### src/rtl/gray_bin_conv_pipe.sv
// gray_bin_conv_pipe: pipelined Gray/binary converter with per-word mode.
// Valid/ready on both sides; empty slots collapse while the output stalls.
`timescale 1ns/1ps
module gray_bin_conv_pipe #(
    parameter int WIDTH  = 8,
    parameter int STAGES = 2
) (
    input  logic             clk,
    input  logic             rst,
    input  logic             in_valid,
    output logic             in_ready,
    input  logic             in_mode,
    input  logic [WIDTH-1:0] in_data,
    output logic             out_valid,
    input  logic             out_ready,
    output logic             out_mode,
    output logic [WIDTH-1:0] out_data
);

    localparam int CH = (WIDTH + STAGES - 1) / STAGES;

    logic [STAGES-1:0]            v;
    logic [STAGES-1:0]            m;
    logic [STAGES-1:0][WIDTH-1:0] d;
    logic [STAGES-1:0]            adv;
    logic [STAGES-1:0][WIDTH-1:0] nd;

    // Stage k resolves the Gray bits of chunk k (MSB first); bits above
    // are already binary, bits below are still raw Gray.
    // Binary-to-Gray needs no carry and is done entirely in stage 0.
    function automatic logic [WIDTH-1:0] step(
        input int               k,
        input logic             md,
        input logic [WIDTH-1:0] x
    );
        logic [WIDTH-1:0] r;
        r = x;
        if (md) begin
            if (k == 0) r = x ^ (x >> 1);
        end else begin
            for (int i = WIDTH - 2; i >= 0; i--) begin
                if ((WIDTH - 1 - i) / CH == k) r[i] = r[i+1] ^ x[i];
            end
        end
        return r;
    endfunction

    // Advance chain: a slot may move when it is empty or its successor moves.
    always_comb begin
        logic a;
        adv = '0;
        a = !v[STAGES-1] | out_ready;
        adv[STAGES-1] = a;
        for (int k = STAGES - 2; k >= 0; k--) begin
            a = !v[k] | a;
            adv[k] = a;
        end
    end

    // Per-stage partial conversion of the word entering each slot.
    always_comb begin
        nd = '0;
        nd[0] = step(0, in_mode, in_data);
        for (int k = 1; k < STAGES; k++) begin
            nd[k] = step(k, m[k-1], d[k-1]);
        end
    end

    // Slot registers: load on advance, otherwise hold.
    always_ff @(posedge clk) begin
        if (rst) begin
            v <= '0;
            m <= '0;
            d <= '0;
        end else begin
            if (adv[0]) begin
                v[0] <= in_valid;
                if (in_valid) begin
                    m[0] <= in_mode;
                    d[0] <= nd[0];
                end
            end
            for (int k = 1; k < STAGES; k++) begin
                if (adv[k]) begin
                    v[k] <= v[k-1];
                    if (v[k-1]) begin
                        m[k] <= m[k-1];
                        d[k] <= nd[k];
                    end
                end
            end
        end
    end

    assign in_ready  = rst | adv[0];
    assign out_valid = v[STAGES-1];
    assign out_mode  = m[STAGES-1];
    assign out_data  = d[STAGES-1];

endmodule

### config.mk
export PLATFORM = sky130hd
export DESIGN_NAME = gray_bin_conv_pipe
export DESIGN_NICKNAME = d
export VERILOG_FILES = /design/src/rtl/gray_bin_conv_pipe.sv
export SDC_FILE = /design/constraint.sdc
export NUM_CORES = 1
export LEC_CHECK = 0
export CAP_MARGIN = 5
export CORE_ASPECT_RATIO = 2
export CORE_MARGIN = 1
export CORE_UTILIZATION = 35
export CTS_CLUSTER_SIZE = 30
export DETAILED_ROUTE_END_ITERATION = 7
export PLACE_DENSITY = 0.56
export SLEW_MARGIN = 20
export SYNTH_ARGS = -nofsm -noshare
export SYNTH_HDL_FRONTEND = slang
export SYNTH_SLANG_ARGS = --single-unit
### constraint.sdc
create_clock -name clk -period 1.67 [get_ports clk]
set_input_delay 0.334 -clock clk [delete_from_list [all_inputs] [get_ports clk]]
set_output_delay 0.334 -clock clk [all_outputs]
set_load 0.01 [all_outputs]
==> metrics.csv, run 1 <==
metric,value,unit
number of top-level design ports,24,
Post-Synthesis Cell Area,935,µm²
net count after synthesis,122,
number of cell rows,26,
metal3 WL,59,µm
CTS buffer count,3,
worst relative slew slack,81.6,%
FMAX,649,MHz
core footprint,2540,µm²
average cell area after synthesis,8.57,µm²
fraction of power consumed by the clock network,32.7,%
dpl cell area,1190,µm²
max-slew violation count,0,
final core utilization,49.1,%
share of post-route cells with drive strength above 1,12.0,%
number of buffers inserted by port buffering,23,
Sequential Power Share,48.1,%
clock slew seen by the registers of the worst setup and hold paths,70,ps
final RePlAce weighted congestion,0.682,
wire length of the first global-routing pass,2770,µm
height of the chip,75.1,µm
worst clock skew on the final layout,3.79,ps
cell area after layout,1240,µm²
first drt pass iteration count,2,
proportion of netlist area held by the largest area contributor,42.8,%
highest layer used for signal routing,met4,
arrival time at the worst endpoint,1710,ps
effective utilization at floorplan,36.8,%
unrepaired setup endpoints after global routing,no,
maximum capacitance violations,0,
Cells after DPL,156,
logic depth of the worst register-to-register path,4,
cells after synthesis,109,
"FFs w/ async S/R, synth",0,%
Most used DFF post-synth,dfxtp_1,
path class of the lowest-slack min-delay path,reg -> reg,
CP endpoint kind,flip-flop,
flip-flop and latch count after synthesis,20,
ant diodes,0,
VDD IR-drop max,0.418,mV
vias in the first global route,713,
leakage power total,0.480,nW
Logic pwr share,19.2,%
worst hold slack after final layout,459,ps
hold buffers post-CTS,0,
detailed-placement wirelength estimate,1320,µm
Die Outline Area,2890,µm²
Post-synth EDFFs,0,
total DRC errors in the routed layout,0,
result of the run,"complete, no violations",
CP Launch Type,flip-flop,
antenna violation net count after detailed routing,0,
aggregate global-route resource usage,13.4,%
buffer cell driving the clock tree root,clkbuf_8,
signed area change from the synthesized netlist to the final layout,33.2,%
H-tree levels,1,
detail-routed via count per cell,4.67,
final wirelength,1650,µm
die span in x,38.5,µm
gr ovfl total,0,
Final Hold Fails,0,
clock tree from TritonCTS,built,
maximum fanout along the worst path,2,
overall power of the completed layout,1.10,mW
number of standard cells in the final layout excluding fillers,161,
post-synth top area cell,dfxtp_1,
post-route fraction of the period consumed by the critical path,92.2,%
routed len/inst,10.2,µm
most frequent standard cell in the layout excluding fill and tap cells,clkdlybuf4s50_1,
met1 wire length,626,µm
part of the Yosys area used for sequential elements,42.8,%
Worst Path Required,1840,ps
total number of vias,752,
final worst slack,130,ps
number of DRC violations after detailed-routing iteration 0,14,
most frequent cells in the layout,"clkdlybuf4s50_1, dfxtp_1, nand2_1",
clock latency reported for the late side of the worst-skew pair,250,ps
worst slew pin tran,276,ps
Hold Path Depth,2,
shortest period the worst path allows,1540,ps
initial antenna violation count,0,
synth top area cells,"dfxtp_1, a211oi_1, buf_4",
switching power as a share of total power,23.7,%
# nets final,147,
pre-CTS setup slack,-365,ps
# clock sinks,20,
Final TNS setup,0,ps
number of different library cells in the post-synthesis netlist,23,
number of setup violations in the final report,0,
synthesis warning total,0,
internal power consumption,0.841,mW
worst setup path category,reg -> reg,
power density of the placed cells,885,nW/µm²
met2 wire length,933,µm
maximum number of pins on one net before global-route repair,21,
sw power,0.261,mW
maximum number of buffers from clock root to sink,2,
-- final timing paths --
check                      startpoint                        to  slack [ps]
max                 d[4]$_SDFFE_PP0P_  out_data[0]$_SDFFE_PP0P_         130
min          out_data[4]$_SDFFE_PP0P_  out_data[4]$_SDFFE_PP0P_         460
max reg2reg         d[4]$_SDFFE_PP0P_  out_data[0]$_SDFFE_PP0P_         130
min reg2reg  out_data[4]$_SDFFE_PP0P_  out_data[4]$_SDFFE_PP0P_         460
-- flip-flops by register name, summed over array words and instances (netlist names) --
name and flops:
m 2, v 2, d 8, out_data 8
-- layer usage --
metal,track usage [%],up-vias
li1,-,399
met1,13.0,333
met2,24.8,18
met3,2.95,2
met4,6.90,0
met5,0,-
-- power groups by stage --
stage | Sequential [mW] | Clock [mW] | Combinational (mW)
2_1_floorplan | 0.537 | 0 | 0.136
3_3_place_gp | 0.540 | 0 | 0.213
3_5_place_dp | 0.541 | 0 | 0.216
4_1_cts | 0.530 | 0.368 | 0.215
5_1_grt | 0.534 | 0.388 | 0.235
6_report | 0.530 | 0.360 | 0.212
-- worst max-delay path, cell delays in order (launching register included) --
cell and delay (ps):
dfxtp_1 340, xnor3_1 420, xor2_1 160, or3_1 300
a311oi_1 230
-- repair_timing --
action                     in CTS  in global routing
buffers inserted                1                  0
setup endpoints to repair       1                  0
gates resized for setup         5                  0
-- layout make-up --
| class | count | area, µm² |
|---|---|---|
| flip-flops and latches | 20 | 400 |
| multi-input cells | 74 | 448 |
| repair buffers | 33 | 299 |
| inverters | 2 | 7.51 |
| clock buffers | 4 | 55.1 |
| fillers | 270 | 1290 |
| well taps | 28 | 35.0 |
-- cells by family after synthesis --
family | share of synthesized area [%]
multiplexers | 3.21
XOR/XNOR | 12.7
flip-flops | 42.8
buffers and inverters | 9.24
AO/OA/AOI/OAI | 12.7
AND/OR/NAND/NOR | 19.3
-- synth_stat cells, drive strengths merged (2+ instances only) --
master  number
dfxtp       20
nand2       15
clkbuf       5
a211oi       8
a21oi        8
nor2        13
or3          2
o21ai        2
inv          2
buf          8
and2         2
xor2         5
xnor2        6
mux2i        3
nor2b        2
No activity file was read; power rests on OpenSTA's default activity.
==> run 2, diff against run 1 <==
Settings changed: CTS_BUF_LIST set to sky130_fd_sc_hd__clkbuf_8 sky130_fd_sc_hd__clkbuf_16.
==> results of run 2 <==
Same layout as run 1: the final DEF is identical, and so are final timing and power.
==> run 3, diff against run 2 <==
Settings changed: CORE_ASPECT_RATIO 2 to not set, CORE_UTILIZATION 35 to 47, PLACE_DENSITY 0.56 to 0.73.
==> metrics.csv, run 3 (synthesis results as in run 1) <==
metric,value,unit,change
result of the run,"complete, no violations",,unchanged
max-slew violation count,0,,unchanged
initial antenna violation count,0,,unchanged
unrepaired setup endpoints after global routing,yes,,was no
clock slew seen by the registers of the worst setup and hold paths,70,ps,about the same
Cells after DPL,153,,was 156
pre-CTS setup slack,-325,ps,was -365 ps
shortest period the worst path allows,1630,ps,was 1540 ps
gr ovfl total,0,,unchanged
effective utilization at floorplan,51.9,%,was 36.8%
logic depth of the worst register-to-register path,4,,unchanged
total number of vias,770,,was 752
number of cell rows,15,,was 26
Final Hold Fails,0,,unchanged
routed len/inst,10.4,µm,was 10.2 µm
Final TNS setup,0,ps,unchanged
worst relative slew slack,79.6,%,was 81.6%
antenna violation net count after detailed routing,0,,unchanged
CP endpoint kind,output pin,,was flip-flop
arrival time at the worst endpoint,1290,ps,was 1710 ps
final worst slack,41.5,ps,was 130 ps
total DRC errors in the routed layout,0,,unchanged
Worst Path Required,1340,ps,was 1840 ps
cell type of the slowest stage on the worst timing path,clkdlybuf4s50_1,,was xnor3_1
Hold Path Depth,2,,unchanged
final RePlAce weighted congestion,0.681,,was 0.682
worst flop-to-flop path endpoint,out_data[0]$_SDFFE_PP0P_,,unchanged
signed area change from the synthesized netlist to the final layout,34.7,%,was 33.2%
# nets final,147,,unchanged
worst setup path category,in -> out,,was reg -> reg
detailed-placement wirelength estimate,1180,µm,was 1320 µm
post-route fraction of the period consumed by the critical path,97.5,%,was 92.2%
number of top-level design ports,24,,unchanged
clock latency reported for the late side of the worst-skew pair,250,ps,about the same
first drt pass iteration count,4,,was 2
ant diodes,0,,unchanged
maximum number of pins on one net before global-route repair,21,,unchanged
H-tree levels,1,,unchanged
start point of the worst hold path,out_data[6]$_SDFFE_PP0P_,,was out_data[4]$_SDFFE_PP0P_
worst clock skew on the final layout,2.77,ps,was 3.79 ps
height of the chip,46.6,µm,was 75.1 µm
leakage power total,0.485,nW,was 0.480 nW
critical path's largest stage delay,410,ps,was 420 ps
number of standard cells in the final layout excluding fillers,158,,was 161
vias in the first global route,697,,was 713
Die Outline Area,2170,µm²,was 2890 µm²
aggregate global-route resource usage,18.8,%,was 13.4%
CP Launch Type,input pin,,was flip-flop
share of post-route cells with drive strength above 1,14.3,%,was 12.0%
most frequent standard cell in the layout excluding fill and tap cells,clkdlybuf4s50_1,,unchanged
most frequent cells in the layout,"clkdlybuf4s50_1, dfxtp_1, nand2_1",,unchanged
number of setup violations in the final report,0,,unchanged
sink of the worst hold path,out_data[6]$_SDFFE_PP0P_,,was out_data[4]$_SDFFE_PP0P_
buffer cell driving the clock tree root,clkbuf_8,,unchanged
launch instance of the worst register-to-register path,d[3]$_SDFFE_PP0P_,,was d[4]$_SDFFE_PP0P_
maximum capacitance violations,0,,unchanged
crit-path cells,clkdlybuf4s50_1 -> nand3b_1 -> or2_4 -> buf_6,,was xnor3_1 -> xor2_1 -> or3_1 -> a311oi_1
CTS buffer count,3,,unchanged
power density of the placed cells,877,nW/µm²,was 885 nW/µm²
reg-to-reg setup timing slack,100,ps,was 130 ps
die span in x,46.6,µm,was 38.5 µm
number of DRC violations after detailed-routing iteration 0,4,,was 14
final core utilization,69.9,%,was 49.1%
final wirelength,1640,µm,was 1650 µm
worst slew pin tran,304,ps,was 276 ps
detail-routed via count per cell,4.87,,was 4.67
maximum fanout along the worst path,2,,unchanged
VDD IR-drop max,0.508,mV,was 0.418 mV
overall power of the completed layout,1.10,mW,about the same
core footprint,1800,µm²,was 2540 µm²
# clock sinks,20,,unchanged
wire length of the first global-routing pass,2800,µm,was 2770 µm
clock tree from TritonCTS,built,,unchanged
number of buffers inserted by port buffering,23,,unchanged
path class of the lowest-slack min-delay path,reg -> reg,,unchanged
FMAX,614,MHz,was 649 MHz
maximum number of buffers from clock root to sink,2,,unchanged
-- run 3: layout make-up --
class                   instances  area (µm²)
repair buffers                 33         307
multi-input cells              74         457
flip-flops and latches         20         402
fillers                       154         543
clock buffers                   4        55.1
inverters                       2        7.51
well taps                      25        31.3
-- run 3: through the flow --
step,hold WS (ps),cell area (µm²)
2_1_floorplan,431,935
3_3_place_gp,443,1180
3_5_place_dp,446,1180
4_1_cts,462,1240
5_1_grt,479,1260
6_report,458,1260
-- run 3: worst max-delay path, delay by kind of cell --
| kind | cells | cell delay, ps |
|---|---|---|
| buf+inv | 2 | 530 |
| simple gates | 2 | 440 |
-- run 3: power by group --
part / switching [mW] / leakage (nW) / internal [mW] / total, mW
registers: 0.0220 / 0.165 / 0.509 / 0.531
logic: 0.0899 / 0.291 / 0.123 / 0.213
clock network: 0.150 / 0.0288 / 0.210 / 0.360
total: 0.262 / 0.485 / 0.842 / 1.10
-- run 3: what timing repair did --
| item | CTS | global route |
|---|---|---|
| cloned | 0 | 0 |
| hold buffers | 0 | 0 |
| endpoints found under the hold margin | 0 | 0 |
| pin swaps | 0 | 1 |
| setup endpoints to repair | 1 | 7 |
| buffers inserted | 1 | 0 |
| resized for setup | 4 | 5 |
-- run 3: metal layers --
metal,wire length [µm],share of wire (%),GRT usage (%),up-vias
li1,-,-,-,403
met5,0,0,0,-
met1,748,46,21.0,337
met4,64,3.9,14.1,0
met2,764,47,30.8,24
met3,62,3.8,3.92,6
-- run 3: worst max-delay path by stage --
stage,startpoint,endpoint,slack (ps),depth (start not counted)
2_1_floorplan,d[4]$_SDFFE_PP0P_,out_data[0]$_SDFFE_PP0P_,170,4
3_3_place_gp,out_ready,in_ready,-310,4
3_5_place_dp,out_ready,in_ready,-320,4
4_1_cts,out_ready,in_ready,8,4
5_1_grt,out_ready,d[1]$_SDFFE_PP0P_,-3,7
6_report,out_ready,in_ready,40,4
==> RTL change, RTL diff (config.mk and constraints of run 2) <==
The parameter `WIDTH` goes from 8 to 7.
--- a/src/rtl/gray_bin_conv_pipe.sv
+++ b/src/rtl/gray_bin_conv_pipe.sv
@@ -2,7 +2,7 @@
 // Valid/ready on both sides; empty slots collapse while the output stalls.
 `timescale 1ns/1ps
 module gray_bin_conv_pipe #(
-    parameter int WIDTH  = 8,
+    parameter int WIDTH  = 7,
     parameter int STAGES = 2
 ) (
     input  logic             clk,
Interface: changed (resized in_data and out_data); port bits go from 24 to 22. No check against the original RTL was run, so the function may have changed too.
==> RTL change against run 2 <==
Sequential cell count is 2 lower. Synthesized area shrank 6.3%. Register-to-register slack better by 180 ps. First-iteration DRC count decreased by 71%. Clock skew decreased by 0.72 ps. Via count decreased by 11%. Routed wire length rose by 1.2%. Worst setup slack got worse by 31 ps. Cell area decreased by 8.3%. Total power shrank 8.2%. Critical endpoint is now in_ready. Largest cell class unchanged. Largest power group unchanged.
==> RTL change: results (changes against run 2) <==
* Met1 usage in global routing at 14.5% (+1.5 points)
* Layout cells sized above 1 at 15.4% (+3.4 points)
* CP arrival at 1240 ps (-470 ps)
* Min Hold Slack at 454 ps (-5.12 ps)
* Met2 Wirelength at 936 um (+0.32%)
* Placed Cells at 139 (-11%)
* Reg2Reg Setup Slack at 310 ps (+180 ps)
* Wl on met1 at 655 um (+4.6%)
* First-pass GRT wire length at 2730 um (-1.5%)
* Met2 usage at 25.3% (+0.53 points)
* Final nets at 130 (-12%)
* Detailed Place HPWL at 1280 um (-3.4%)
* Wirelength per Cell at 11.6 um (+13%)
* Synth cell count leaders: dfxtp_1, nand2_1, nor2_1, a21oi_1, buf_4
* Vias per Instance at 4.67 (about the same)
* Initial DRC count at 4 (-10)
* Skew final at 3.07 ps (-0.720 ps)
* WHS Endpoint: out_data[5]
* Place WS at -334 ps (+31.0 ps)
* Delay-heaviest family, CP: buffers and inverters
* Reg2Reg Depth at 7 (+3)
* Synthesized net count at 110 (-9.8%)
* Reg-to-Reg Start: v[1]
* Filler cells at 260 (-3.7%)
* Vias in the first global route at 647 (-9.3%)
* M3 GR Usage at 1.83% (-1.1 points)
* Ranking of synthesized cells by area: dfxtp_1, a211oi_2, buf_4, nand2_1, xnor2_1
* Status: complete, no violations
* Routed wl met3 at 55 um (-6.8%)
==> RTL change: changes by cell type in the layout (fill, tap and decap cells not counted), moves of 2 or more <==
cell / delta
buf_4: -5
dfxtp_1: -2
nor2_1: -2
clkdlybuf4s50_1: -2
a211oi_2: +5
a211oi_1: -6
==> RTL change: worst max-delay path by stage <==
stage / depth (start not counted) / startpoint / end
floorplan: 6 / out_ready / d[5]
CTS: 4 / out_ready / in_ready
finish: 3 / rst / in_ready
detailed placement: 4 / out_ready / in_ready
global route: 3 / rst / in_ready
global placement: 4 / out_ready / in_ready
==> RTL change: logic make-up (layout without fill, tap and decap cells) <==
logic type | Yosys count | in the layout | synth area share [%]
AO/OA/AOI/OAI | 17 | 17 | 14.6
XOR/XNOR | 10 | 10 | 10.0
buffers and inverters | 14 | 33 | 11.0
flip-flops | 18 | 18 | 41.1
multiplexers | 4 | 4 | 4.57
AND/OR/NAND/NOR | 35 | 35 | 18.7
==> RTL change: repair_timing <==
| item | 4_1_cts | 5_1_grt |
|---|---|---|
| hold buffers | 0 | 0 |
| gates resized for setup | 4 | 1 |
| setup endpoints to repair | 1 | 1 |
| buffers inserted | 1 | 0 |
| hold endpoints to repair | 0 | 0 |
==> RTL change: layout make-up <==
type | count | share of cell area (%)
Multi-Input combinational cell | 66 | 36.7
Sequential cell | 18 | 31.6
Timing Repair Buffer | 27 | 23.2
Clock buffer | 4 | 4.82
Tap cell | 27 | 2.96
Inverter | 2 | 0.658
==> RTL change: power groups by stage <==
stage	clock network [uW]	registers (uW)	logic, uW
2_1_floorplan	0	482	125
3_3_place_gp	0	488	183
3_5_place_dp	0	488	187
4_1_cts	359	478	187
5_1_grt	378	480	203
6_report	349	477	186
